<file path="config.mk">
export PLATFORM = sky130hd
export DESIGN_NAME = a_rr_arbiter_flat
export DESIGN_NICKNAME = d
export VERILOG_FILES = /design/src/rtl/a_rr_arbiter_if.sv /design/src/rtl/a_rr_arbiter.sv /design/src/flat_wrapper.sv
export SDC_FILE = /design/constraint.sdc
export NUM_CORES = 1
export LEC_CHECK = 0
export ABC_AREA = 1
export BUFFER_PORTS_ARGS = -buffer_cell sky130_fd_sc_hd__buf_2
export CORE_MARGIN = 2
export CORE_UTILIZATION = 33
export DETAILED_ROUTE_END_ITERATION = 8
export PLACE_DENSITY = 0.66
export REMOVE_ABC_BUFFERS = 1
export SLEW_MARGIN = 10
export SYNTH_ARGS = -nofsm -noshare
export SYNTH_HDL_FRONTEND = slang
export SYNTH_SLANG_ARGS = --single-unit
</file>
<file path="constraint.sdc">
create_clock -name clk -period 2.18 [get_ports clk]
set_clock_uncertainty 0.1 [all_clocks]
set_input_delay 0.109 -clock clk [delete_from_list [all_inputs] [get_ports clk]]
set_output_delay 0.109 -clock clk [all_outputs]
set_load 0.03 [all_outputs]
</file>
<file path="src/rtl/a_rr_arbiter_if.sv">
// Handshake bundle for a_rr_arbiter: N valid/stall requesters in, one registered stream out.
// A_RR_ARBITER_LOCK_EN adds the per-requester lock_i request.
interface a_rr_arbiter_if #(
  parameter int N  = 4,
  parameter int DW = 32,
  parameter int IW = 2
);
  logic [N-1:0]    v_i;
  logic [N*DW-1:0] data_i;
  logic [N-1:0]    stall_o;
  logic            v_o;
  logic [DW-1:0]   data_o;
  logic [IW-1:0]   id_o;
  logic            stall_i;
`ifdef A_RR_ARBITER_LOCK_EN
  logic [N-1:0]    lock_i;
`endif

  // slave: the arbiter itself; master: the surrounding producers/consumer
  modport slave (
    input  v_i, data_i, stall_i,
`ifdef A_RR_ARBITER_LOCK_EN
    input  lock_i,
`endif
    output stall_o, v_o, data_o, id_o
  );

  modport master (
    output v_i, data_i, stall_i,
`ifdef A_RR_ARBITER_LOCK_EN
    output lock_i,
`endif
    input  stall_o, v_o, data_o, id_o
  );
endinterface

</file>
<file path="src/rtl/a_rr_arbiter.sv">
// Round-robin merge of N valid/stall streams into one registered stage, tagged with the source index.
// Optional bus locking by a requester is enabled with macro A_RR_ARBITER_LOCK_EN.
module a_rr_arbiter #(
  parameter int N  = 4,
  parameter int DW = 32,
  parameter int IW = 2
) (
  input  logic          clk,
  input  logic          rst,
  a_rr_arbiter_if.slave bus
);

  logic          r_v;
  logic [DW-1:0] r_data;
  logic [IW-1:0] r_id;
  logic [IW-1:0] r_ptr;

  logic          w_hold;
  logic [N-1:0]  w_lock_block;
  logic [N-1:0]  w_elig;
  logic [N-1:0]  w_gnt;
  logic          w_found;
  logic [IW-1:0] w_win;
  logic [IW-1:0] w_idx;
  logic [DW-1:0] w_data_arr [N];
  logic [DW-1:0] w_win_data;

  genvar gi;

  generate
    for (gi = 0; gi < N; gi++) begin : g_unpack
      assign w_data_arr[gi] = bus.data_i[gi*DW +: DW];
    end
  endgenerate

  assign w_hold = r_v & bus.stall_i;

`ifdef A_RR_ARBITER_LOCK_EN
  logic          r_locked;
  logic [IW-1:0] r_owner;

  // While locked, everyone but the owner is blocked, whether or not the owner is requesting.
  generate
    for (gi = 0; gi < N; gi++) begin : g_lock
      assign w_lock_block[gi] = r_locked & (r_owner != IW'(gi));
    end
  endgenerate

  always_ff @(posedge clk or negedge rst) begin
    if (!rst) begin
      r_locked <= 1'b0;
      r_owner  <= '0;
    end else if (!w_hold && w_found) begin
      r_locked <= bus.lock_i[w_win];
      if (bus.lock_i[w_win]) begin
        r_owner <= w_win;
      end
    end
  end
`else
  assign w_lock_block = '0;
`endif

  assign w_elig = bus.v_i & ~w_lock_block;

  // Search starts just after the last winner; wrap is an explicit compare so non-power-of-two N works.
  always_comb begin
    w_found = 1'b0;
    w_win   = '0;
    w_idx   = r_ptr;
    for (int i = 0; i < N; i++) begin
      w_idx = (w_idx == IW'(N-1)) ? '0 : w_idx + IW'(1);
      if (!w_found && w_elig[w_idx]) begin
        w_found = 1'b1;
        w_win   = w_idx;
      end
    end
  end

  generate
    for (gi = 0; gi < N; gi++) begin : g_stall
      assign w_gnt[gi]       = w_found & (w_win == IW'(gi));
      assign bus.stall_o[gi] = w_hold | (bus.v_i[gi] & ~w_gnt[gi]) | w_lock_block[gi];
    end
  endgenerate

  assign w_win_data = w_data_arr[w_win];

  always_ff @(posedge clk or negedge rst) begin
    if (!rst) begin
      r_v    <= 1'b0;
      r_data <= '0;
      r_id   <= '0;
      r_ptr  <= IW'(N-1);
    end else if (!w_hold) begin
      r_v <= w_found;
      if (w_found) begin
        r_data <= w_win_data;
        r_id   <= w_win;
        r_ptr  <= w_win;
      end
    end
  end

  assign bus.v_o    = r_v;
  assign bus.data_o = r_data;
  assign bus.id_o   = r_id;

endmodule
</file>
<file path="src/flat_wrapper.sv">
// flat-port wrapper written by rule: the top's interface ports become plain ports
module a_rr_arbiter_flat 
#(
  parameter int N  = 4,
  parameter int DW = 32,
  parameter int IW = 2
)
  (clk, rst, bus_v_i, bus_data_i, bus_stall_i, bus_stall_o, bus_v_o, bus_data_o, bus_id_o);
  a_rr_arbiter_if #(.N(N), .DW(DW), .IW(IW)) bus_i ();
  input  logic clk;
  input  logic rst;
  input wire logic [$bits(bus_i.v_i)-1:0] bus_v_i;
  input wire logic [$bits(bus_i.data_i)-1:0] bus_data_i;
  input wire logic [$bits(bus_i.stall_i)-1:0] bus_stall_i;
  output wire logic [$bits(bus_i.stall_o)-1:0] bus_stall_o;
  output wire logic [$bits(bus_i.v_o)-1:0] bus_v_o;
  output wire logic [$bits(bus_i.data_o)-1:0] bus_data_o;
  output wire logic [$bits(bus_i.id_o)-1:0] bus_id_o;
  assign bus_i.v_i = bus_v_i;
  assign bus_i.data_i = bus_data_i;
  assign bus_i.stall_i = bus_stall_i;
  assign bus_stall_o = bus_i.stall_o;
  assign bus_v_o = bus_i.v_o;
  assign bus_data_o = bus_i.data_o;
  assign bus_id_o = bus_i.id_o;
  a_rr_arbiter #(.N(N), .DW(DW), .IW(IW)) u_core (.clk(clk), .rst(rst), .bus(bus_i));
endmodule
</file>
# Word-level counts from Yosys, hierarchy flattened
# Index checks and enable logic that the tools add are counted.
# op_classes
eq_ne	7
muxes	23
n_addsub	4
n_bitwise	19
n_reduce_logical	8
n_lt_le_gt_ge	5
# ops
operator	n
$bmux W32 S2	1
$mux W32	2
$mux W2	8
$eq A2 B2 Y1 const B	6
$lt A2 B3 Y1 const B	4
$and A1 B1 Y1	9
$add A2 B1 Y2 const B	4
$bmux W1 S2	4
$mux W1	8
$not A1 Y1	5
$or A1 B1 Y1	4
$ge A3 B3 Y1 const B	1
$logic_and A1 B1 Y1	3
$logic_not A1 Y1	3
$not A2 Y3	1
$eq A2 B1 Y1 const B	1
$logic_not A2 Y1	1
$reduce_and A2 Y1	1
# totals
register_bits	37
output_inout_bits	39
wordCells	70

# Depth between registers and ports, before layout
# Gate-level depths: netlist (run 1).
# logic_depth
ltp_word	19
mapped_depth	18

# Worst setup path before layout (run 1)
# OpenSTA, ideal clock, no wires.
# synth_timing
kind	register to output
from	reg u_core.r_ptr[0]
to	out bus_stall_o[0]
arrival_ns	2.122
stages_incl_launch_ff	16
required_ns	1.971
setup_slack_ns	-0.151
path_cell_list	dfstp_2 ha_1 inv_2 nand2_2 buf_6 nand2_1 nand3_1 nand2_1 nor2_1 nand2_1 nand2_2 buf_4 buf_2 nand3_1 o21ai_1 nand2_1
# synth_via
elab_chain_cells	19
elab_cells_between_ends	39
classes_between	4 x add/sub; 4 x eq/ne; 20 x mux; 4 x bitwise; 7 x reduce/logical
# synth_lines
item	line_no	source
from (decl)	a_rr_arbiter.sv:16	logic [IW-1:0] r_ptr;
from (signal assigned)	a_rr_arbiter.sv:94	r_ptr <= IW'(N-1);
from (signal assigned)	a_rr_arbiter.sv:100	r_ptr <= w_win;
$add A2 B1 Y2 or $eq A2 B2 Y1 (tied branches)	a_rr_arbiter.sv:72	w_idx = (w_idx == IW'(N-1)) ? '0 : w_idx + IW'(1);
$mux W2 (*)	a_rr_arbiter.sv:72	
parallel branches: the longest is 13 deep, another holds $add A2 B1 Y2	n/a	
$and A1 B1 Y1 (*)	a_rr_arbiter.sv:82	assign w_gnt[gi] = w_found & (w_win == IW'(gi));
$not A1 Y1 (*)	a_rr_arbiter.sv:83	assign bus.stall_o[gi] = w_hold | (bus.v_i[gi] & ~w_gnt[gi]) | w_lock_block[gi];
$and A1 B1 Y1 (*)	a_rr_arbiter.sv:83	
$or A1 B1 Y1 (*)	a_rr_arbiter.sv:83	
to (decl)	flat_wrapper.sv:15	output wire logic [$bits(bus_i.stall_o)-1:0] bus_stall_o;
# Mark *: on every way between the ends. The select of a mux whose other input is x is not followed.

# Worst setup path after layout (run 1)
# layout_timing
from	reg u_core.r_ptr[1]
to	out bus_stall_o[1]
# layout_via
elab_chain_cells	19
elab_cells_between_ends	39
classes_between	4 x add/sub; 5 x eq/ne; 20 x mux; 4 x bitwise; 6 x reduce/logical
# layout_lines
item	line_no
$add A2 B1 Y2 or $eq A2 B2 Y1 (tied branches)	a_rr_arbiter.sv:72
$mux W2 (*)	a_rr_arbiter.sv:72
parallel branches: the longest is 13 deep, another holds $add A2 B1 Y2	n/a
$and A1 B1 Y1 (*)	a_rr_arbiter.sv:82
$not A1 Y1 (*)	a_rr_arbiter.sv:83
$and A1 B1 Y1 (*)	a_rr_arbiter.sv:83
$or A1 B1 Y1 (*)	a_rr_arbiter.sv:83
# Marked as above.

==> results of run 1 <==
-- logic make-up (layout without fill, tap and decap cells) --
| group | Yosys count | in the layout | share of synthesized area |
|---|---|---|---|
| simple gates | 404 | 407 | 0.581 |
| compound gates | 4 | 4 | 0.00690 |
| buf+inv | 42 | 249 | 0.0884 |
| fa+ha+maj | 1 | 1 | 0.00431 |
| flops | 37 | 37 | 0.320 |
-- worst reg2reg max path, cell delays in order, from the launching register on --
cell and delay (ns):
sky130_fd_sc_hd__dfstp_2 0.57, sky130_fd_sc_hd__ha_4 0.20, sky130_fd_sc_hd__nor2_2 0.09, sky130_fd_sc_hd__nand2_1 0.08, sky130_fd_sc_hd__nand2_2 0.06, sky130_fd_sc_hd__buf_6 0.11
sky130_fd_sc_hd__nand2_1 0.05, sky130_fd_sc_hd__nand2_1 0.05, sky130_fd_sc_hd__nand2_1 0.08, sky130_fd_sc_hd__nand2_2 0.08, sky130_fd_sc_hd__nand2_4 0.11, sky130_fd_sc_hd__nand2_4 0.07
sky130_fd_sc_hd__buf_4 0.16, sky130_fd_sc_hd__clkbuf_16 0.16, sky130_fd_sc_hd__clkbuf_16 0.16, sky130_fd_sc_hd__nand2_1 0.06, sky130_fd_sc_hd__nand2_1 0.05, sky130_fd_sc_hd__nand2_1 0.05
sky130_fd_sc_hd__nand3_1 0.07
-- layer usage --
metal	GRT usage	share of wire	vias up
li1	-	-	1966
met1	0.250	0.44	1793
met2	0.353	0.50	121
met3	0.0358	0.053	12
met4	0.0449	0.011	0
met5	0	0	-
-- worst max path at each step --
stage | start | endpoint | slack (ns) | depth (start not counted)
2_1_floorplan | u_core.r_ptr[0] | bus_stall_o[2] | -2.48 | 13
3_3_place_gp | u_core.r_ptr[0] | u_core.bus.data_o[1] | -0.31 | 10
3_5_place_dp | u_core.r_ptr[0] | u_core.bus.data_o[6] | -0.39 | 11
4_1_cts | u_core.r_ptr[0] | bus_stall_o[1] | -0.20 | 14
5_1_grt | u_core.r_ptr[0] | bus_stall_o[1] | -0.43 | 14
6_report | u_core.r_ptr[1] | bus_stall_o[1] | -0.30 | 14
-- repair_timing --
item,4_1_cts,5_1_grt
pin swaps,8,19
gates resized for setup,25,51
hold buffers,1,0
gates cloned,2,10
buffers inserted,8,15
endpoints found under the setup margin,40,41
endpoints found under the hold margin,35,0
-- final cells by class --
class / instances / area [um^2] / share of cell area
Timing Repair Buffer: 231 / 1580 / 0.336
Inverter: 10 / 45.0 / 0.00959
Clock buffer: 8 / 90.1 / 0.0192
Multi-Input combinational cell: 412 / 1920 / 0.409
Tap cell: 108 / 135 / 0.0288
Sequential cell: 37 / 928 / 0.198
-- layout by cell type (no fill, tap or decap), drive strengths merged --
cell type / instances
nand2: 296
buf: 223
nand3: 101
dfrtp: 35
clkbuf: 15
inv: 10
nor2: 6
nand4: 4
o21ai: 4
dfstp: 2
ha: 1
dlygate4sd3: 1
-- registers in the layout, summed over array words and instances, names as in the netlist --
name	cells
u_core.bus.data_o	32
u_core.bus.id_o	2
u_core.bus.v_o	1
u_core.r_ptr	2
-- through the flow --
step | worst slack [ns] | setup TNS, ns
after floorplan | -2.48 | -89.58
after global placement | -0.306 | -10.17
after detailed placement | -0.390 | -13.17
after CTS | -0.197 | -6.10
after global routing | -0.428 | -13.81
final | -0.296 | -9.66
==> reports/summary.json, run 1 <==
{
  "clock_network": {
    "cts-root-buf": "sky130_fd_sc_hd__clkbuf_8",
    "clock_tree_from_tritoncts": "done",
    "clock_path_buffers": 2,
    "clock_latency_ns": 0.29,
    "cts_max_level": 2,
    "cts_num_sinks": 37,
    "clk_transition_reported_paths_ns": 0.07,
    "numCtsBuffers": 5
  },
  "synth": {
    "ys_warn_count": 0,
    "synth-edff-count": 0,
    "synthesis.area_per_instance_um2": 5.95,
    "post_synth_inst_count": 488,
    "synthTopCellsByCount": "sky130_fd_sc_hd__nand2_1 (291), sky130_fd_sc_hd__nand3_1 (100), sky130_fd_sc_hd__dfrtp_1 (35)",
    "synth.area.top_cells": "sky130_fd_sc_hd__nand2_1 (38%), sky130_fd_sc_hd__dfrtp_1 (30%), sky130_fd_sc_hd__nand3_1 (17%)",
    "synth-seq-area-share": 0.320,
    "synth_top_area_cell": "sky130_fd_sc_hd__nand2_1",
    "async_reset_ff_frac": 1.00,
    "area_of_the_mapped_netlist_um2": 2900,
    "synth_ff_type": "sky130_fd_sc_hd__dfrtp_1",
    "postSynthRegisterBits": 37,
    "yosys.cell_count.top_type": "sky130_fd_sc_hd__nand2_1",
    "netlist.area_leader.share": 0.376,
    "ys_types": 19
  },
  "placed_design": {
    "place_area_um2": 3940,
    "routability_congestion_estimate_from_global_placement": 0.868,
    "number_of_i_o_port_buffers": 173,
    "post-dp-hpwl_um": 6910,
    "place.detailed.instances": 763
  },
  "worst_setup_path": {
    "path_delay_family": "simple AND/OR/NAND/NOR gates",
    "worst-endpoint-required_ns": 1.97,
    "worst_ep_arrival_time_ns": 2.27,
    "worst-r2r-cell-count": 18,
    "critical_path.endpoint_type": "output port",
    "worstReg2RegEnd": "u_core.bus.data_o[2]",
    "critical-path-slowest-cell": "sky130_fd_sc_hd__dfstp_2",
    "timing.rr.start": "u_core.r_ptr[1]",
    "crit_path_cell_trace": "ha_4, inv_6, nand2_8, nand2_2, nand2_2, nand2_2, nand2_4, nand4_1, buf_4, nand2_4, inv_2, o21ai_2, nand2_1, buf_6",
    "timing.critical_path.from_type": "flop",
    "worst_path_largest_cell_delay_ns": 0.57,
    "worst-setup-path-type": "flop to output port",
    "crit_path_frequent_cell": "sky130_fd_sc_hd__nand2_2",
    "path_max_fanout": 5,
    "cp_bufs_invs": 4,
    "r2r_setup_slack_ns": -0.29
  },
  "global_routing": {
    "grt_pass1_wl_um": 15800,
    "antenna_violations_before_repair": 0,
    "grt_util_all_layers": 0.198,
    "first_global_vias": 3488,
    "globalRouteOverflowTotal": 0,
    "grt_start_max_net_pins": 40
  },
  "drt": {
    "vias": 3892,
    "routed_wire_length_per_instance_um": 13.6,
    "postRouteAntennaNets": 0,
    "via_per_inst": 4.83,
    "finalWirelength_um": 11000,
    "route.detailed.drc": 0,
    "drt_pass1_iterations": 4,
    "dr.first_iter.drc_count": 161
  },
  "sta": {
    "setup-violations-final": 38,
    "fmaxAchievable_mhz": 404,
    "final_hold_viol_count": 0,
    "timing.final.crit_share": 1.14,
    "report.final.slew_viol_count": 0,
    "max_slew.worst_pin.slew_ns": 0.841,
    "holdWs_ns": 0.0109,
    "max-slew-margin-rel": 0.440,
    "period_needed_ns": 2.48,
    "rsz0062_at_grt": "true",
    "post-route-worst-setup-slack_ns": -0.296
  },
  "floorplan": {
    "die_w_um": 97.8,
    "coreArea_um2": 8640,
    "chipHeight_um": 97.8,
    "io-pin-count": 174,
    "dieArea_um2": 9560,
    "floorplan.initialDensity": 0.336,
    "floorplan.rows": 34
  },
  "cells_and_area": {
    "antenna_cells": 0,
    "postLayoutCellArea_um2": 4700,
    "post_layout_nonfiller_instances": 806,
    "final_layout_size_suffix_gt1_frac": 0.413,
    "n_fill_cell": 852,
    "post-route-util": 0.544,
    "num-nets-final": 833,
    "areaGrowthSynthToFinish_pct": 61.8
  },
  "outcome": {
    "violated_checks": "setup timing",
    "status": "complete, but fails checks"
  },
  "hold_path": {
    "holdCritStartpoint": "bus_data_i[119]",
    "whs_path_depth": 5,
    "end_point_of_the_worst_hold_path": "u_core.bus.data_o[23]",
    "min_path_type": "primary input to flop"
  },
  "flow_run": {
    "cap_violations": 0
  }
}
Power of run 1 is left out: the tool's default activity adds up to more than one toggle a clock period on the data nets, which glitch-free logic cannot reach.
==> inputs of run 2 (changes only) <==
--- a/config.mk
+++ b/config.mk
@@ -9,6 +9,7 @@
 export BUFFER_PORTS_ARGS = -buffer_cell sky130_fd_sc_hd__buf_2
 export CORE_MARGIN = 2
 export CORE_UTILIZATION = 33
+export CTS_BUF_LIST = sky130_fd_sc_hd__clkbuf_4 sky130_fd_sc_hd__clkbuf_8 sky130_fd_sc_hd__clkbuf_16
 export DETAILED_ROUTE_END_ITERATION = 8
 export PLACE_DENSITY = 0.66
 export REMOVE_ABC_BUFFERS = 1
==> reports/summary.json, run 2 (synthesized netlist as in run 1, its figures left out) <==
{
  "clock_network": {
    "clock_path_buffers": {"value": 2, "change": "unchanged"},
    "cts_max_level": {"value": 2, "change": "unchanged"},
    "numCtsBuffers": {"value": 5, "change": "unchanged"},
    "cts_num_sinks": {"value": 37, "change": "unchanged"},
    "clock_latency": {"value": 0.29, "unit": "ns", "change": "about the same"},
    "clock_tree_from_tritoncts": {"value": "done", "change": "unchanged"},
    "cts-root-buf": {"value": "sky130_fd_sc_hd__clkbuf_8", "change": "unchanged"},
    "clk_transition_reported_paths": {"value": 0.08, "unit": "ns", "change": "was 0.07 ns"}
  },
  "global_routing": {
    "grt_util_all_layers": {"value": 0.198, "change": "unchanged"},
    "grt_util_met3": {"value": 0.0358, "change": "unchanged"},
    "met1_track_utilization_from_global_routing": {"value": 0.250, "change": "unchanged"},
    "grt_pass1_wl": {"value": 15800, "unit": "um", "change": "unchanged"},
    "grt_start_max_net_pins": {"value": 40, "change": "unchanged"},
    "globalRoute.busiestLayer": {"value": "met2", "change": "unchanged"},
    "gr-usage-met2": {"value": 0.353, "change": "unchanged"},
    "antenna_violations_before_repair": {"value": 0, "change": "unchanged"},
    "globalRouteOverflowTotal": {"value": 0, "change": "unchanged"},
    "first_global_vias": {"value": 3492, "change": "was 3,488"}
  },
  "cells_and_area": {
    "commonest_cells_after_routing_fill_and_taps_aside": {"value": "sky130_fd_sc_hd__nand2_1 (264), sky130_fd_sc_hd__buf_2 (169), sky130_fd_sc_hd__nand3_1 (97)", "change": "unchanged"},
    "post-route-util": {"value": 0.545, "change": "was 0.544"},
    "n_fill_cell": {"value": 851, "change": "was 852"},
    "areaGrowthSynthToFinish": {"value": 62.1, "unit": "%", "change": "was 61.8%"},
    "post_layout_nonfiller_instances": {"value": 806, "change": "unchanged"},
    "antenna_cells": {"value": 0, "change": "unchanged"},
    "num-nets-final": {"value": 833, "change": "unchanged"},
    "final_layout_size_suffix_gt1_frac": {"value": 0.415, "change": "was 0.413"},
    "layout.cells.most_common": {"value": "sky130_fd_sc_hd__nand2_1", "change": "unchanged"},
    "max_ffs_per_register": {"value": 32, "change": "unchanged"}
  },
  "floorplan": {
    "dieArea": {"value": 9560, "unit": "um^2", "change": "unchanged"},
    "floorplan.rows": {"value": 34, "change": "unchanged"},
    "chipHeight": {"value": 97.8, "unit": "um", "change": "unchanged"},
    "io-pin-count": {"value": 174, "change": "unchanged"},
    "floorplan.initialDensity": {"value": 0.336, "change": "unchanged"},
    "die_w": {"value": 97.8, "unit": "um", "change": "unchanged"},
    "coreArea": {"value": 8640, "unit": "um^2", "change": "unchanged"}
  },
  "sta": {
    "setup-violations-final": {"value": 38, "change": "unchanged"},
    "rsz0062_at_grt": {"value": "true", "change": "unchanged"},
    "fmaxAchievable": {"value": 405, "unit": "MHz", "change": "was 404 MHz"},
    "max_slew.worst_pin.slew": {"value": 0.837, "unit": "ns", "change": "was 0.841 ns"},
    "period_needed": {"value": 2.47, "unit": "ns", "change": "was 2.48 ns"},
    "report.final.slew_viol_count": {"value": 0, "change": "unchanged"},
    "max-slew-margin-rel": {"value": 0.442, "change": "was 0.440"},
    "post-route-worst-setup-slack": {"value": -0.287, "unit": "ns", "change": "was -0.296 ns"},
    "final_hold_viol_count": {"value": 0, "change": "unchanged"},
    "timing.final.crit_share": {"value": 1.13, "change": "was 1.14"}
  },
  "worst_setup_path": {
    "worst-setup-path-type": {"value": "flop to flop", "change": "was flop to output port"},
    "timing.critical_path.from_type": {"value": "flop", "change": "unchanged"},
    "critical_path.endpoint_type": {"value": "flop", "change": "was output port"},
    "path_max_fanout": {"value": 10, "change": "was 5"},
    "worst_ep_arrival_time": {"value": 2.54, "unit": "ns", "change": "was 2.27 ns"},
    "worst-endpoint-required": {"value": 2.26, "unit": "ns", "change": "was 1.97 ns"}
  },
  "placed_design": {
    "place.detailed.instances": {"value": 763, "change": "unchanged"},
    "dp_worst_setup_slack": {"value": -0.390, "unit": "ns", "change": "unchanged"},
    "post-dp-hpwl": {"value": 6910, "unit": "um", "change": "unchanged"},
    "routability_congestion_estimate_from_global_placement": {"value": 0.868, "change": "unchanged"},
    "number_of_i_o_port_buffers": {"value": 173, "change": "unchanged"}
  },
  "flow_run": {
    "cap_violations": {"value": 0, "change": "unchanged"}
  },
  "drt": {
    "routed_wire_length_per_instance": {"value": 13.5, "unit": "um", "change": "was 13.6 um"},
    "route.detailed.drc": {"value": 0, "change": "unchanged"},
    "via_per_inst": {"value": 4.82, "change": "was 4.83"},
    "finalWirelength": {"value": 10900, "unit": "um", "change": "was 11,000 um"},
    "drt_pass1_iterations": {"value": 4, "change": "unchanged"},
    "dr.first_iter.drc_count": {"value": 166, "change": "was 161"},
    "vias": {"value": 3884, "change": "was 3,892"},
    "postRouteAntennaNets": {"value": 0, "change": "unchanged"}
  },
  "hold_path": {
    "min_path_type": {"value": "primary input to flop", "change": "unchanged"}
  },
  "outcome": {
    "violated_checks": {"value": "setup timing", "change": "unchanged"},
    "status": {"value": "complete, but fails checks", "change": "unchanged"}
  }
}
==> run 2: final cells by class <==
type                    count  area [um^2]  share of cell area
multi-input cells         412         1920               0.408
repair buffers            231         1580               0.335
flip-flops and latches     37          928               0.197
well taps                 108          135              0.0287
clock buffers               8         97.6              0.0207
inverters                  10         45.0             0.00957
==> run 2: per-layer routing <==
layer	wire length (um)	vias up
li1	-	1966
met1	4740	1770
met2	5350	134
met3	621	14
met4	163	0
met5	0	-
==> run 2: final timing paths <==
kind	from	depth (start not counted)	endpoint	slack, ns
max	u_core.r_ptr[1]	18	u_core.bus.data_o[26]	-0.29
min	bus_data_i[119]	5	u_core.bus.data_o[23]	0.009
max reg2reg	u_core.r_ptr[1]	18	u_core.bus.data_o[26]	-0.29
min reg2reg	u_core.bus.id_o[1]	2	u_core.bus.id_o[1]	0.39
max in group asynchronous	rst	2	u_core.bus.data_o[11]	1.08
min in group asynchronous	rst	2	u_core.bus.data_o[30]	0.37
==> run 2: worst max-delay path, stage by stage (launching register included) <==
cell and delay, ns:
sky130_fd_sc_hd__dfstp_2 0.56, sky130_fd_sc_hd__ha_4 0.20, sky130_fd_sc_hd__nor2_2 0.08, sky130_fd_sc_hd__nand2_1 0.08, sky130_fd_sc_hd__nand2_2 0.06, sky130_fd_sc_hd__buf_6 0.11
sky130_fd_sc_hd__nand2_1 0.05, sky130_fd_sc_hd__nand2_1 0.05, sky130_fd_sc_hd__nand2_1 0.08, sky130_fd_sc_hd__nand2_2 0.08, sky130_fd_sc_hd__nand2_4 0.11, sky130_fd_sc_hd__nand2_4 0.07
sky130_fd_sc_hd__buf_4 0.16, sky130_fd_sc_hd__clkbuf_16 0.16, sky130_fd_sc_hd__clkbuf_16 0.16, sky130_fd_sc_hd__nand2_1 0.06, sky130_fd_sc_hd__nand2_1 0.05, sky130_fd_sc_hd__nand2_1 0.05
sky130_fd_sc_hd__nand3_1 0.06
==> run 2: repair_timing <==
action,4_1_cts,5_1_grt
endpoints found under the setup margin,40,41
hold buffers,1,0
resized for setup,25,51
cloned,2,10
buffers inserted,8,15
hold endpoints to repair,35,0
pin swaps,8,19
==> run 2: through the flow <==
| step | setup TNS, ns | cell area (um^2) | hold slack [ns] |
|---|---|---|---|
| CTS | -6.10 | 4210 | 0.00691 |
| floorplan | -89.58 | 2680 | -0.287 |
| finish | -9.62 | 4700 | 0.00861 |
| global placement | -10.17 | 3940 | 0.150 |
| detailed placement | -13.17 | 3940 | 0.173 |
| global route | -13.80 | 4700 | 0.0200 |
Power of run 2 is left out for the same reason.
==> inputs of run 3 (changes only) <==
--- a/config.mk
+++ b/config.mk
@@ -13,6 +13,7 @@
 export DETAILED_ROUTE_END_ITERATION = 8
 export PLACE_DENSITY = 0.66
 export REMOVE_ABC_BUFFERS = 1
+export SETUP_SLACK_MARGIN = 0.5
 export SLEW_MARGIN = 10
 export SYNTH_ARGS = -nofsm -noshare
 export SYNTH_HDL_FRONTEND = slang
==> reports/summary.json, run 3 (synthesized netlist as in run 1, its figures left out) <==
{
  "sta": {
    "timing.final.crit_share": {"value": 1.13, "change": "about the same"},
    "max-slew-margin-rel": {"value": 0.435, "change": "was 0.442"},
    "rsz0062_at_grt": {"value": "true", "change": "unchanged"},
    "report.final.slew_viol_count": {"value": 0, "change": "unchanged"},
    "fin_setup_tns": {"value": -9.66, "unit": "ns", "change": "was -9.62 ns"},
    "fmaxAchievable": {"value": 405, "unit": "MHz", "change": "about the same"},
    "period_needed": {"value": 2.47, "unit": "ns", "change": "about the same"},
    "setup-violations-final": {"value": 38, "change": "unchanged"},
    "holdWs": {"value": 0.00572, "unit": "ns", "change": "was 0.00861 ns"},
    "post-route-worst-setup-slack": {"value": -0.287, "unit": "ns", "change": "about the same"},
    "final_hold_viol_count": {"value": 0, "change": "unchanged"},
    "max_slew.worst_pin.slew": {"value": 0.848, "unit": "ns", "change": "was 0.837 ns"}
  },
  "worst_setup_path": {
    "timing.rr.start": {"value": "u_core.r_ptr[1]", "change": "unchanged"},
    "critical-path-slowest-cell": {"value": "sky130_fd_sc_hd__dfstp_2", "change": "unchanged"},
    "worst_ep_arrival_time": {"value": 2.55, "unit": "ns", "change": "was 2.54 ns"},
    "worst-r2r-cell-count": {"value": 18, "change": "unchanged"},
    "crit_path_cell_trace": {"value": "ha_4, nor2_2, nand2_1, nand2_2, buf_6, nand2_1, nand2_1, nand2_1, nand2_2, nand2_4, nand2_4, buf_4, clkbuf_16, clkbuf_16, nand2_1, nand2_1, nand2_1, nand3_1", "change": "unchanged"},
    "worst-endpoint-required": {"value": 2.26, "unit": "ns", "change": "about the same"},
    "worstReg2RegEnd": {"value": "u_core.bus.data_o[2]", "change": "was u_core.bus.data_o[26]"},
    "r2r_setup_slack": {"value": -0.29, "unit": "ns", "change": "about the same"},
    "path_max_fanout": {"value": 10, "change": "unchanged"},
    "timing.critical_path.from_type": {"value": "flop", "change": "unchanged"},
    "worst-setup-path-type": {"value": "flop to flop", "change": "unchanged"},
    "crit_path_frequent_cell": {"value": "sky130_fd_sc_hd__nand2_1", "change": "unchanged"},
    "worst_path_largest_cell_delay": {"value": 0.56, "unit": "ns", "change": "about the same"},
    "critical_path.endpoint_type": {"value": "flop", "change": "unchanged"}
  },
  "placed_design": {
    "place.detailed.instances": {"value": 763, "change": "unchanged"},
    "number_of_i_o_port_buffers": {"value": 173, "change": "unchanged"},
    "place_area": {"value": 3940, "unit": "um^2", "change": "unchanged"},
    "routability_congestion_estimate_from_global_placement": {"value": 0.868, "change": "unchanged"},
    "post-dp-hpwl": {"value": 6910, "unit": "um", "change": "unchanged"}
  },
  "drt": {
    "postRouteAntennaNets": {"value": 0, "change": "unchanged"},
    "vias": {"value": 3910, "change": "was 3,884"},
    "finalWirelength": {"value": 11200, "unit": "um", "change": "was 10,900 um"},
    "routed_wire_length_per_instance": {"value": 13.9, "unit": "um", "change": "was 13.5 um"},
    "route.detailed.drc": {"value": 0, "change": "unchanged"},
    "dr.first_iter.drc_count": {"value": 162, "change": "was 166"},
    "via_per_inst": {"value": 4.85, "change": "was 4.82"},
    "drt_pass1_iterations": {"value": 4, "change": "unchanged"}
  },
  "cells_and_area": {
    "n_fill_cell": {"value": 840, "change": "was 851"},
    "areaGrowthSynthToFinish": {"value": 63.8, "unit": "%", "change": "was 62.1%"},
    "post_layout_nonfiller_instances": {"value": 807, "change": "was 806"},
    "layout.cells.most_common": {"value": "sky130_fd_sc_hd__nand2_1", "change": "unchanged"},
    "postLayoutCellArea": {"value": 4750, "unit": "um^2", "change": "was 4700 um^2"},
    "commonest_cells_after_routing_fill_and_taps_aside": {"value": "sky130_fd_sc_hd__nand2_1 (264), sky130_fd_sc_hd__buf_2 (169), sky130_fd_sc_hd__nand3_1 (95)", "change": "was sky130_fd_sc_hd__nand2_1 (264), sky130_fd_sc_hd__buf_2 (169), sky130_fd_sc_hd__nand3_1 (97)"},
    "antenna_cells": {"value": 0, "change": "unchanged"},
    "num-nets-final": {"value": 834, "change": "was 833"},
    "final_layout_size_suffix_gt1_frac": {"value": 0.419, "change": "was 0.415"},
    "max_ffs_per_register": {"value": 32, "change": "unchanged"}
  },
  "clock_network": {
    "clock_latency": {"value": 0.29, "unit": "ns", "change": "about the same"},
    "numCtsBuffers": {"value": 5, "change": "unchanged"},
    "clock_tree_from_tritoncts": {"value": "done", "change": "unchanged"},
    "cts_max_level": {"value": 2, "change": "unchanged"},
    "cts-root-buf": {"value": "sky130_fd_sc_hd__clkbuf_8", "change": "unchanged"},
    "clock_path_buffers": {"value": 2, "change": "unchanged"},
    "cts_num_sinks": {"value": 37, "change": "unchanged"},
    "clk_transition_reported_paths": {"value": 0.07, "unit": "ns", "change": "was 0.08 ns"}
  },
  "hold_path": {
    "end_point_of_the_worst_hold_path": {"value": "u_core.bus.data_o[23]", "change": "unchanged"},
    "whs_path_depth": {"value": 5, "change": "unchanged"},
    "min_path_type": {"value": "primary input to flop", "change": "unchanged"},
    "holdCritStartpoint": {"value": "bus_data_i[119]", "change": "unchanged"}
  },
  "floorplan": {
    "dieArea": {"value": 9560, "unit": "um^2", "change": "unchanged"},
    "die_w": {"value": 97.8, "unit": "um", "change": "unchanged"},
    "io-pin-count": {"value": 174, "change": "unchanged"},
    "coreArea": {"value": 8640, "unit": "um^2", "change": "unchanged"},
    "chipHeight": {"value": 97.8, "unit": "um", "change": "unchanged"},
    "floorplan.rows": {"value": 34, "change": "unchanged"},
    "floorplan.initialDensity": {"value": 0.336, "change": "unchanged"}
  },
  "global_routing": {
    "first_global_vias": {"value": 3494, "change": "was 3,492"},
    "grt_util_all_layers": {"value": 0.198, "change": "unchanged"},
    "globalRouteOverflowTotal": {"value": 0, "change": "unchanged"},
    "grt_start_max_net_pins": {"value": 40, "change": "unchanged"},
    "grt_pass1_wl": {"value": 15800, "unit": "um", "change": "unchanged"},
    "antenna_violations_before_repair": {"value": 0, "change": "unchanged"}
  },
  "outcome": {
    "violated_checks": {"value": "setup timing", "change": "unchanged"},
    "status": {"value": "complete, but fails checks", "change": "unchanged"}
  },
  "flow_run": {
    "cap_violations": {"value": 0, "change": "unchanged"}
  }
}
-- run 3: per-stage QoR --
step | setup slack (ns) | utilization
after CTS | -0.197 | 0.488
final | -0.287 | 0.551
after global placement | -0.306 | 0.457
after detailed placement | -0.390 | 0.457
after floorplan | -2.48 | -
after global routing | -0.390 | 0.551
-- run 3: layout make-up --
| type | instances | area [um^2] | share of cell area |
|---|---|---|---|
| sequential | 37 | 928 | 0.195 |
| inverter | 10 | 45.0 | 0.00947 |
| tap | 108 | 135 | 0.0284 |
| timing repair buffer | 232 | 1620 | 0.340 |
| multi-input combinational | 412 | 1930 | 0.406 |
| clock buffer | 8 | 97.6 | 0.0205 |
-- run 3: how the worst max path moves through the flow --
stage,start,to,slack [ns],cells after the start
global placement,u_core.r_ptr[0],u_core.bus.data_o[1],-0.31,10
global route,u_core.r_ptr[0],bus_stall_o[1],-0.39,14
detailed placement,u_core.r_ptr[0],u_core.bus.data_o[6],-0.39,11
finish,u_core.r_ptr[1],u_core.bus.data_o[2],-0.29,18
CTS,u_core.r_ptr[0],bus_stall_o[1],-0.20,14
floorplan,u_core.r_ptr[0],bus_stall_o[2],-2.48,13
-- run 3: routing by layer --
metal,vias to the layer above,part of all wire,GRT usage,routed length [um]
li1,1968,-,-,-
met1,1793,0.44,0.250,4890
met2,138,0.50,0.353,5580
met3,11,0.056,0.0358,623
met4,0,0.011,0.0449,122
met5,-,0,0,0
-- run 3: worst max-delay path: cells and delay by family, from the launching register on --
family                     cells  cell delay [ns]
and+or+nand+nor               13             0.89
buffers and inverters          4             0.59
DFF                            1             0.56
adders and majority gates      1             0.20
-- run 3: what timing repair did --
item / 4_1_cts / 5_1_grt
endpoints found under the hold margin: 35 / 0
cloned: 2 / 12
setup endpoints to repair: 41 / 41
gates resized for setup: 25 / 56
pin swaps: 8 / 21
buffers inserted: 8 / 13
hold buffers: 1 / 0
Power of run 3 is left out for the same reason.
